**src/rtl/joy_db15_responder.sv**
```systemverilog
// Device end of the DB15 serial joystick link: parallel-in/serial-out shift chain driven by async joy_clk/joy_load pins.
// Optional frame watchdog enabled by defining JOYDB15_RESP_TIMEOUT_EN.
module joy_db15_responder #(
    parameter int CHAIN_BITS  = 32,
    parameter int SYNC_STAGES = 2,
    parameter int TIMEOUT     = 4096
) (
    input  logic        clk,
    input  logic        reset,
    input  logic [15:0] joystick1,
    input  logic [15:0] joystick2,
    input  logic        joy_clk,
    input  logic        joy_load,
    output logic        joy_data,
    output logic        frame_done,
    output logic [5:0]  bit_count
);

    localparam logic [5:0] CHAIN_LAST = 6'(CHAIN_BITS - 1);

    typedef enum logic [1:0] {
        S_IDLE,
        S_LOAD,
        S_SHIFT,
        S_DONE
    } state_t;

    state_t                  state_q, state_d;
    logic [SYNC_STAGES-1:0]  clk_sync_q, clk_sync_d;
    logic [SYNC_STAGES-1:0]  load_sync_q, load_sync_d;
    logic                    clk_prev_q, clk_prev_d;
    logic [CHAIN_BITS-1:0]   sr_q, sr_d;
    logic [5:0]              bit_count_q, bit_count_d;
    logic                    frame_done_q, frame_done_d;
    logic                    joy_data_q, joy_data_d;
    logic [CHAIN_BITS-1:0]   load_image;
    logic                    clk_rise;
    logic                    load_s;

`ifdef JOYDB15_RESP_TIMEOUT_EN
    localparam int WD_W = $clog2(TIMEOUT + 1);
    localparam logic [WD_W-1:0] WD_LAST = WD_W'(TIMEOUT - 1);
    logic [WD_W-1:0] wd_q, wd_d;
`endif

    // Chain bits beyond the two button words read as released (1).
    always_comb begin
        load_image = '1;
        for (int unsigned i = 0; i < CHAIN_BITS; i++) begin
            if (i < 16)
                load_image[i] = ~joystick1[i[3:0]];
            else if (i < 32)
                load_image[i] = ~joystick2[i[3:0]];
        end
    end

    assign clk_rise = clk_sync_q[SYNC_STAGES-1] & ~clk_prev_q;
    assign load_s   = load_sync_q[SYNC_STAGES-1];

    always_comb begin
        clk_sync_d   = {clk_sync_q[SYNC_STAGES-2:0], joy_clk};
        load_sync_d  = {load_sync_q[SYNC_STAGES-2:0], joy_load};
        clk_prev_d   = clk_sync_q[SYNC_STAGES-1];
        state_d      = state_q;
        sr_d         = sr_q;
        bit_count_d  = bit_count_q;
        frame_done_d = 1'b0;
`ifdef JOYDB15_RESP_TIMEOUT_EN
        wd_d         = '0;
`endif

        // Load strobe overrides everything, including a coincident shift edge.
        if (!load_s) begin
            state_d     = S_LOAD;
            sr_d        = load_image;
            bit_count_d = '0;
        end else begin
            case (state_q)
                S_LOAD: state_d = S_SHIFT;
                S_SHIFT: begin
                    if (clk_rise) begin
                        sr_d        = {1'b1, sr_q[CHAIN_BITS-1:1]};
                        bit_count_d = bit_count_q + 6'd1;
                        if (bit_count_q == CHAIN_LAST) begin
                            frame_done_d = 1'b1;
                            state_d      = S_DONE;
                        end
                    end
`ifdef JOYDB15_RESP_TIMEOUT_EN
                    else if (wd_q == WD_LAST) begin
                        state_d = S_IDLE;
                        sr_d    = '1;
                    end else begin
                        wd_d = wd_q + 1'b1;
                    end
`endif
                end
                default: ;
            endcase
        end

        joy_data_d = (state_d == S_LOAD || state_d == S_SHIFT) ? sr_d[0] : 1'b1;
    end

    always_ff @(posedge clk) begin
        if (reset) begin
            state_q      <= S_IDLE;
            clk_sync_q   <= '0;
            load_sync_q  <= '1;
            clk_prev_q   <= 1'b0;
            sr_q         <= '1;
            bit_count_q  <= '0;
            frame_done_q <= 1'b0;
            joy_data_q   <= 1'b1;
`ifdef JOYDB15_RESP_TIMEOUT_EN
            wd_q         <= '0;
`endif
        end else begin
            state_q      <= state_d;
            clk_sync_q   <= clk_sync_d;
            load_sync_q  <= load_sync_d;
            clk_prev_q   <= clk_prev_d;
            sr_q         <= sr_d;
            bit_count_q  <= bit_count_d;
            frame_done_q <= frame_done_d;
            joy_data_q   <= joy_data_d;
`ifdef JOYDB15_RESP_TIMEOUT_EN
            wd_q         <= wd_d;
`endif
        end
    end

    assign joy_data   = joy_data_q;
    assign frame_done = frame_done_q;
    assign bit_count  = bit_count_q;

endmodule
```
**config.mk**
```make
export PLATFORM = sky130hd
export DESIGN_NAME = joy_db15_responder
export DESIGN_NICKNAME = d
export VERILOG_FILES = /design/src/rtl/joy_db15_responder.sv
export SDC_FILE = /design/constraint.sdc
export NUM_CORES = 1
export LEC_CHECK = 0
export BUFFER_PORTS_ARGS = -buffer_cell sky130_fd_sc_hd__buf_2
export CORE_MARGIN = 4
export CORE_UTILIZATION = 48
export DETAILED_ROUTE_END_ITERATION = 8
export GPL_TIMING_DRIVEN = 0
export PLACE_DENSITY = 0.84
export SYNTH_ARGS = -nofsm -noshare
export SYNTH_HDL_FRONTEND = slang
export SYNTH_SLANG_ARGS = --single-unit
```
**constraint.sdc**
```tcl
create_clock -name clk -period 1.5 [get_ports clk]
set_input_delay 0.075 -clock clk [delete_from_list [all_inputs] [get_ports clk]]
set_output_delay 0.075 -clock clk [all_outputs]
set_load 0.1 [all_outputs]
```
# [After elaboration in Yosys (flattened, before gate mapping)]
# Cells that the tools add are included.
[word_totals] reg_bits=47 input_bits=36 output_inout_bits=8 word_cells=69
[op_classes] n_addsub=1 eq_ne=7 n_mux=8 n_bitwise=38 reduce_logical=6
[op_table] operator="$mux 32" count=3
[op_table] operator="$not 1->1" count=37
[op_table] operator="$add 6x1->6 const B" count=1
[op_table] operator="$eq 6x5->1 const B" count=1
[op_table] operator="$mux 2" count=3
[op_table] operator="$eq 2x1->1 const B" count=2
[op_table] operator="$eq 2x2->1 const B" count=2
[op_table] operator="$ne 2x1->1 const B" count=2
[op_table] operator="$pmux 2 s2" count=1
[op_table] operator="$reduce_and 2->1" count=2
[op_table] operator="$reduce_or 2->1" count=2
[op_table] operator="$reduce_or 4->1" count=1
[op_table] operator="$and 1x1->1" count=1
[op_table] operator="$logic_or 1x1->1" count=1
[op_table] operator="$mux 1" count=1

# [Longest topological paths before layout]
# Gate-level depths: netlist of the first run.
[logic_depth] ltp_word=9 ltp_mapped=8 mapped_depth_nobuf=6

# [Worst setup path after synthesis of the first run]
# No wires, ideal clock.
[synth_path] path_type="register to register" startpoint="register bit_count_q[0], in the netlist bit_count[0]" endpoint="register joy_data_q, in the netlist joy_data" setup_time_ns=0.087 arrival_time_ns=1.970 required_ns=1.413 setup_slack_ns=-0.557 path_stages_with_launch=6 n_path_buf=0 synth_period_minus_slack_ns=2.057 path_cell_list="dfxtp_1 -> ha_1 -> and4b_1 -> and4_1 -> nor3_1 -> o31ai_1"
[synth_between] elab_chain_len=9 elab_cells_between_ends=10 cone_classes="eq/ne (3); mux (4); bitwise (1); reduce/logical (2)"
[synth_rtl] element="start: declaration" line_no="33" rtl="logic [5:0] bit_count_q, bit_count_d;"
[synth_rtl] element="start signal: assignment" line_no="124" rtl="bit_count_q <= bit_count_d;"
[synth_rtl] element="$eq 6x5->1 (*)" line_no="84" rtl="if (bit_count_q == CHAIN_LAST) begin"
[synth_rtl] element="$mux 2 (*)" line_no="84"
[synth_rtl] element="$mux 2 (*)" line_no="81" rtl="if (clk_rise) begin"
[synth_rtl] element="$pmux 2 s2 (*)" line_no="78" rtl="case (state_q)"
[synth_rtl] element="$mux 2 (*)" line_no="73" rtl="if (!load_s) begin"
[synth_rtl] element="$eq 2x1->1 / $eq 2x2->1 (equally long branches)" line_no="102" rtl="joy_data_d = (state_d == S_LOAD || state_d == S_SHIFT) ? sr_d[0] : 1'b1;"
[synth_rtl] element="$logic_or 1x1->1 (*)" line_no="102"
[synth_rtl] element="$not 1->1 (no line) (*)"
[synth_rtl] element="$reduce_or 2->1 (no line) (*)"
[synth_rtl] element="end signal: assignment" line_no="126" rtl="joy_data_q <= joy_data_d;"
[synth_rtl] element="end: declaration" line_no="35" rtl="logic joy_data_q, joy_data_d;"
# Mark *: on every way between the ends. The rest lies on a longest branch, timed or not.
# A chain may end at the register's enable or synchronous reset.

# [Final worst setup path of the first run]
[layout_path] startpoint="register state_q[0]" endpoint="register sr_q[25]"
[layout_between] elab_chain_len=3
[layout_rtl] element="start: declaration" line_no="28" rtl="state_t state_q, state_d;"
[layout_rtl] element="start signal: assignment" line_no="119" rtl="state_q <= state_d;"
[layout_rtl] element="$eq 2x2->1" line_no="78"
[layout_rtl] element="$ne 2x1->1 (no line)"
[layout_rtl] element="$reduce_and 2->1 (no line)"
[layout_rtl] element="end signal: assignment" line_no="123" rtl="sr_q <= sr_d;"
[layout_rtl] element="end: declaration" line_no="32" rtl="logic [CHAIN_BITS-1:0] sr_q, sr_d;"
# Every way passes these cells.

==> results of run 1 <==
-- power groups by stage --
stage,clock network [W],logic [W],registers [W]
detailed placement,0,0.000211,0.00133
finish,0.000718,0.000238,0.00131
global placement,0,0.000204,0.00133
global route,0.000786,0.000263,0.00131
floorplan,0,0.000134,0.00133
CTS,0.000730,0.000228,0.00130
-- state kept, by name, indices dropped and copies added, names as in the netlist --
name	cells
bit_count	6
clk_prev_q	1
state_q	2
joy_data	1
clk_sync_q	2
sr_q	32
load_sync_q	2
frame_done	1
-- cell type report --
class                   instances  area, um2  area share (%)
plain buffers                  11        110            4.06
clock buffers                   7       76.3            2.82
inverters                       6       22.5           0.831
multi-input cells             138       1110            41.1
flip-flops and latches         47        956            35.3
well taps                      50       62.6            2.31
repair buffers                 55        369            13.6
-- layer usage --
layer / global-route usage [%] / up-vias / wire, um / part of all wire [%]
met5: 0 / - / 0 / 0
met4: 5.93 / 0 / 69 / 1.5
met3: 3.65 / 6 / 172 / 3.8
met2: 30.1 / 31 / 2490 / 54
met1: 18.7 / 747 / 1850 / 40
li1: - / 808 / - / -
-- worst paths after layout --
check | end | slack [ns] | cells after the start | start
worst max-delay path | sr_q[25] | -0.10 | 8 | state_q[0]
worst min-delay path | state_q[0] | 0.06 | 2 | reset
worst max register to register | sr_q[25] | -0.10 | 8 | state_q[0]
worst min register to register | load_sync_q[1] | 0.43 | 1 | load_sync_q[0]
-- worst max-delay path: cells and delay by family, from the launching register on --
family,cells,cell delay (ns)
AND/OR/NAND/NOR,2,0.26
adder cells (fa/ha/maj),1,0.12
multiplexers,2,0.38
buffers and inverters,3,0.37
flip-flops,1,0.33
-- cell usage in the layout (no fill, tap or decap), types with 2 or more instances in the layout --
cell and n:
a21oi_1 3, a21oi_2 2, and4b_1 2, buf_12 4, buf_2 46, buf_4 6
clkbuf_1 6, clkbuf_16 2, clkbuf_8 5, dfxtp_1 39, dfxtp_2 6, dfxtp_4 2
dlygate4sd3_1 2, ha_1 2, inv_1 5, mux2_2 28, mux2_4 2, mux2i_1 29
nand2_1 36, nand2_2 2, nand3_1 2, nor2_1 7, nor2b_1 3, or2_2 2
xnor2_1 2, xor2_1 2
-- cells by family after synthesis --
group | after synthesis | share of synthesized area (%)
and+or+nand+nor | 61 | 13.1
muxes | 60 | 30.2
DFF | 47 | 44.5
buffers and inverters | 17 | 5.86
AOI/OAI and AO/OA | 10 | 2.90
xor gates and xnor gates | 4 | 1.66
adders and majority gates | 3 | 1.78
-- repair_timing --
action                                 CTS  global route
pin swaps                                1             1
endpoints found under the hold margin    2             0
setup buffers                            7             0
gates cloned                             1             2
gates resized for setup                 11            10
hold buffers                             2             0
setup endpoints to repair               31            36
-- stage by stage --
stage	total power (W)	hold WS, ns	area [um2]	instances	TNS (ns)
5_1_grt	0.00236	0.0465	2710	314	-3.66
6_report	0.00226	0.0581	2710	314	-1.55
2_1_floorplan	0.00147	0.144	2130	202	-0.0306
4_1_cts	0.00226	0.0365	2610	312	-0.416
3_5_place_dp	0.00154	0.266	2400	295	-3.36
3_3_place_gp	0.00153	0.273	2400	295	-2.04
==> flow_summary.json, run 1 <==
{
  "ir_drop_mv": 0.437,
  "core-area_um2": 4120,
  "grt_setup_unrepaired": "true",
  "synth_top_cell_area_share_pct": 44.5,
  "syn_to_final_growth_pct": 28.1,
  "ys_ff_latch": 47,
  "dp_slack_ns": -0.191,
  "fin_worst_skew_ns": 0.00604,
  "antenna_left": 0,
  "crit_path_start_kind": "flop",
  "yosys_warnings": 0,
  "violations": "setup timing",
  "post-route-util_pct": 65.8,
  "synth-edff-count": 0,
  "n_fill_cell": 327,
  "wl_um": 4580,
  "cp.arrival_ns": 1.77,
  "avgSynthCellArea_um2": 10.5,
  "seq_area_frac_synth_pct": 44.5,
  "setup_viol": 32,
  "grtUsageTotal_pct": 16.5,
  "cts_max_level": 2,
  "syn-num-nets": 241,
  "post-route-period-util_pct": 107,
  "yosysTopAreaCell": "dfxtp_1",
  "hpwl_um": 2930,
  "root_buffer": "clkbuf_8",
  "grt_pass1_vias": 1598,
  "hp-class": "in -> reg",
  "start_util_pct": 51.4,
  "slowest_stage": "dfxtp_2",
  "die_h_um": 74.4,
  "placement.io_buffers": 43,
  "crit_path_end_kind": "flop",
  "clk_latency_ns": 0.29,
  "async_flop_share_pct": 0,
  "path_max_fanout": 9,
  "grt_max_degree": 14,
  "synth_ff_type": "dfxtp_1",
  "fin_crit_ns": 1.60,
  "cts_buffers": 5,
  "slew_headroom_pct": 62.7,
  "antenna_found_initial": 0,
  "internal_power_w": 0.00174,
  "yosysMostFrequentCell": "dfxtp_1",
  "tightestPinTransition_ns": 0.560,
  "cp_common_cell": "buf_12",
  "crit_type": "reg -> reg",
  "path_cells": "inv_2 > ha_4 > and3b_1 > buf_12 > buf_12 > mux2i_4 > mux2_4 > nand2_1",
  "synth.area.top_cells": "dfxtp_1 (44%), mux2_2 (16%), mux2i_1 (14%)",
  "swShare_pct": 23.2,
  "first_iter_violations": 70,
  "core.rowCount": 23,
  "overflow": 0,
  "synth_cells": 202,
  "hold_violations": 0,
  "status": "complete, but fails checks",
  "num_antenna_cells": 0,
  "die_area_um2": 5530,
  "grt_pass1_wl_um": 7010,
  "p_switching_w": 0.000526,
  "power_leakage_nw": 1.14,
  "synth_cell_types": 28,
  "drt_first_pass_iters": 4,
  "finalWorstSetupSlack_ns": -0.102,
  "max_freq_mhz": 624,
  "drc_errors": 0,
  "clk_path_buf_depth": 2,
  "clock-sinks": 47,
  "via_count": 1592,
  "final_nets": 303,
  "drive_gt1_share_pct": 43.9,
  "max_stage_delay_ns": 0.33,
  "clk_pin_slew_worst_paths_ns": 0.08,
  "pin_count": 44,
  "syn_area_um2": 2110,
  "drv_slew": 0,
  "finalWeightedCongestion": 0.797,
  "power_density_nw_per_um2": 835,
  "power_frac_clock_pct": 31.7,
  "pwr-share-comb_pct": 10.5,
  "worstPathRequired_ns": 1.67,
  "wl_per_cell_um": 14.6,
  "p_seq_share_pct": 57.7,
  "drv_cap": 0,
  "dieWidth_um": 74.4,
  "cts_tree": "done",
  "yosys-top-cells-count": "dfxtp_1 (47), nand2_1 (38), mux2_2 (30), mux2i_1 (30), nor2_1 (7)",
  "viasPerCell": 5.07
}
No activity file was read; power rests on OpenSTA's default activity.
==> inputs of run 2 (changes only) <==
- ABC_AREA: default -> 1
- CORE_UTILIZATION: 48 -> 47
==> flow_summary.json, run 2 <==
{
  "hold_violations": 0,
  "finalWorstSetupSlack_ns": 0.0422,
  "max_freq_mhz": 686,
  "grt_setup_unrepaired": "false",
  "path_max_fanout": 10,
  "hpwl_um": 3050,
  "dieWidth_um": 71.7,
  "yosys-top-cells-count": "nand2_1 (58), dfxtp_1 (47), a21oi_1 (17), o2111ai_1 (17), inv_1 (15)",
  "grtUsageTotal_pct": 20.3,
  "core.rowCount": 22,
  "yosys_warnings": 0,
  "path_cells": "inv_1 > ha_2 > nand3_4 > inv_4 > nor2_4 > buf_6 > nand2_1 > o2111ai_1",
  "pin_count": 44,
  "final_nets": 343,
  "slowest_stage": "dfxtp_1",
  "tightestPinTransition_ns": 0.555,
  "crit_path_start_kind": "flop",
  "async_flop_share_pct": 0,
  "synth_ff_type": "dfxtp_1",
  "largest_reg_flops": 32,
  "ir_drop_mv": 0.693,
  "die_h_um": 71.7,
  "viasPerCell": 5.25,
  "core-area_um2": 3800,
  "finalWeightedCongestion": 0.807,
  "setup_viol": 0,
  "syn_to_final_growth_pct": 37.7,
  "synth_cells": 222,
  "clk_latency_ns": 0.31,
  "synthMuxAreaShare_pct": 0,
  "syn-num-nets": 261,
  "synth_fa_ha_area_share_pct": 1.97,
  "via_count": 1858,
  "cts_buffers": 5,
  "slew_headroom_pct": 63.0,
  "grt_max_degree": 15,
  "hp-class": "in -> reg",
  "yosysTopAreaCell": "dfxtp_1",
  "synth_top_family_by_area": "simple AND/OR/NAND/NOR gates",
  "seq_area_frac_synth_pct": 49.3,
  "synth-edff-count": 0,
  "antenna_left": 0,
  "root_buffer": "clkbuf_8",
  "wl_per_cell_um": 14.3,
  "avgSynthCellArea_um2": 8.60,
  "synth-compound-area-share_pct": 18.4,
  "final_common_cell": "nand2_1",
  "dp_slack_ns": 0.0423,
  "cp.arrival_ns": 1.61,
  "layout_common_cells": "nand2_1 (58), buf_2 (44), dfxtp_1 (41)",
  "antenna_found_initial": 0,
  "drv_slew": 0,
  "drive_gt1_share_pct": 25.9,
  "yosysMostFrequentCell": "nand2_1",
  "worstPathRequired_ns": 1.65,
  "drv_cap": 0,
  "fin_worst_skew_ns": 0.00956,
  "grt_pass1_wl_um": 8120,
  "fin_cells": 354,
  "clock-sinks": 47,
  "synth.area.top_cells": "dfxtp_1 (49%), nand2_1 (11%), o2111ai_1 (7.8%)",
  "synthSimpleGateAreaFrac_pct": 20.6,
  "power_leakage_nw": 1.23,
  "place_inst": 313,
  "first_iter_violations": 191,
  "clk_pin_slew_worst_paths_ns": 0.08,
  "fin_crit_ns": 1.46,
  "start_util_pct": 50.3,
  "path_buf_inv": 3,
  "power_density_nw_per_um2": 991,
  "synth-xor-area-share_pct": 0.917,
  "wl_um": 5050,
  "status": "completed",
  "clk_path_buf_depth": 2,
  "drc_errors": 0,
  "n_fill_cell": 288,
  "cts_max_level": 2,
  "p_total_w": 0.00261,
  "die_area_um2": 5150,
  "path_delay_family": "buffers and inverters",
  "max_stage_delay_ns": 0.32,
  "overflow": 0,
  "drt_first_pass_iters": 4,
  "placement.io_buffers": 43,
  "post-route-period-util_pct": 97.2,
  "grt_pass1_vias": 1734,
  "largest-register": "sr_q",
  "cts_tree": "done",
  "synth_top_cell_area_share_pct": 49.3,
  "crit_path_end_kind": "flop",
  "ys_ff_latch": 47,
  "crit_type": "reg -> reg",
  "syn_area_um2": 1910,
  "synth_cell_types": 25
}
run 2: changes by cell type in the layout (fill, tap and decap cells not counted), sizes merged, moves of 4 or more:
cell,previous run,this run
a21oi,5,17
buf,58,54
dlygate4sd3,2,29
inv,6,18
mux2,30,0
mux2i,30,0
nand2,38,58
nand3,2,9
nor2,7,18
o2111ai,0,17
o211ai,0,14
run 2: per-stage QoR:
step                util [%]  instance area (um2)  hold WS (ns)  setup TNS [ns]
detailed placement      57.7                 2190         0.263               0
floorplan                  -                 1920         0.179        -0.00978
global route            69.2                 2630        0.0153               0
CTS                     68.2                 2590       0.00255               0
finish                  69.2                 2630        0.0107               0
global placement        57.7                 2190         0.272               0
run 2: cell families (layout without fill, tap and decap cells):
kind of cell	count (synthesis)	after routing
AOI/OAI and AO/OA	50	50
xor gates and xnor gates	2	2
adders and majority gates	3	3
buffers and inverters	31	114
DFF	47	47
other	0	1
and+or+nand+nor	89	89
run 2: worst register-to-register path, cell delays in order, from the launching register on:
cell	delay, ns
dfxtp_1	0.32
inv_1	0.08
ha_2	0.22
nand3_4	0.14
inv_4	0.12
nor2_4	0.05
buf_6	0.14
nand2_1	0.09
o2111ai_1	0.14
run 2: layer usage:
metal	track usage (%)	part of all wire [%]	vias to the layer above
li1	-	-	917
met1	25.2	41	857
met2	31.9	49	72
met3	6.45	6.9	12
met4	9.81	2.7	0
met5	0	0	-
run 2: area by class of cell:
class	instances	area (um2)	area share, %
sequential	47	948	36.1
multi-input combinational	144	802	30.5
timing repair buffer	75	528	20.1
buffer	13	98.8	3.76
clock buffer	6	82.6	3.14
inverter	18	72.6	2.76
tap	48	60.1	2.28
clock inverter	2	35.0	1.33
antenna	1	2.50	0.0951
run 2: final timing paths:
check                                   start             to  slack [ns]  cells after the start
worst min register to register  clk_sync_q[0]  clk_sync_q[1]        0.41                      2
worst min-delay path             joystick1[3]        sr_q[3]        0.01                      2
worst max register to register     state_q[0]       sr_q[12]        0.04                      8
worst max-delay path               state_q[0]       sr_q[12]        0.04                      8
run 2: report_power, final:
group	internal, W	leakage [nW]	switching, W
Combinational	0.000154	0.781	0.000153
Clock	0.000539	0.0612	0.000420
Sequential	0.00131	0.389	0.0000314
run 2: what timing repair did:
| item | in CTS | in global routing |
|---|---|---|
| buffers inserted | 0 | 3 |
| endpoints found under the hold margin | 28 | 1 |
| gates resized for setup | 1 | 1 |
| hold buffers | 28 | 1 |
| pin swaps | 0 | 1 |
| setup endpoints to repair | 1 | 12 |
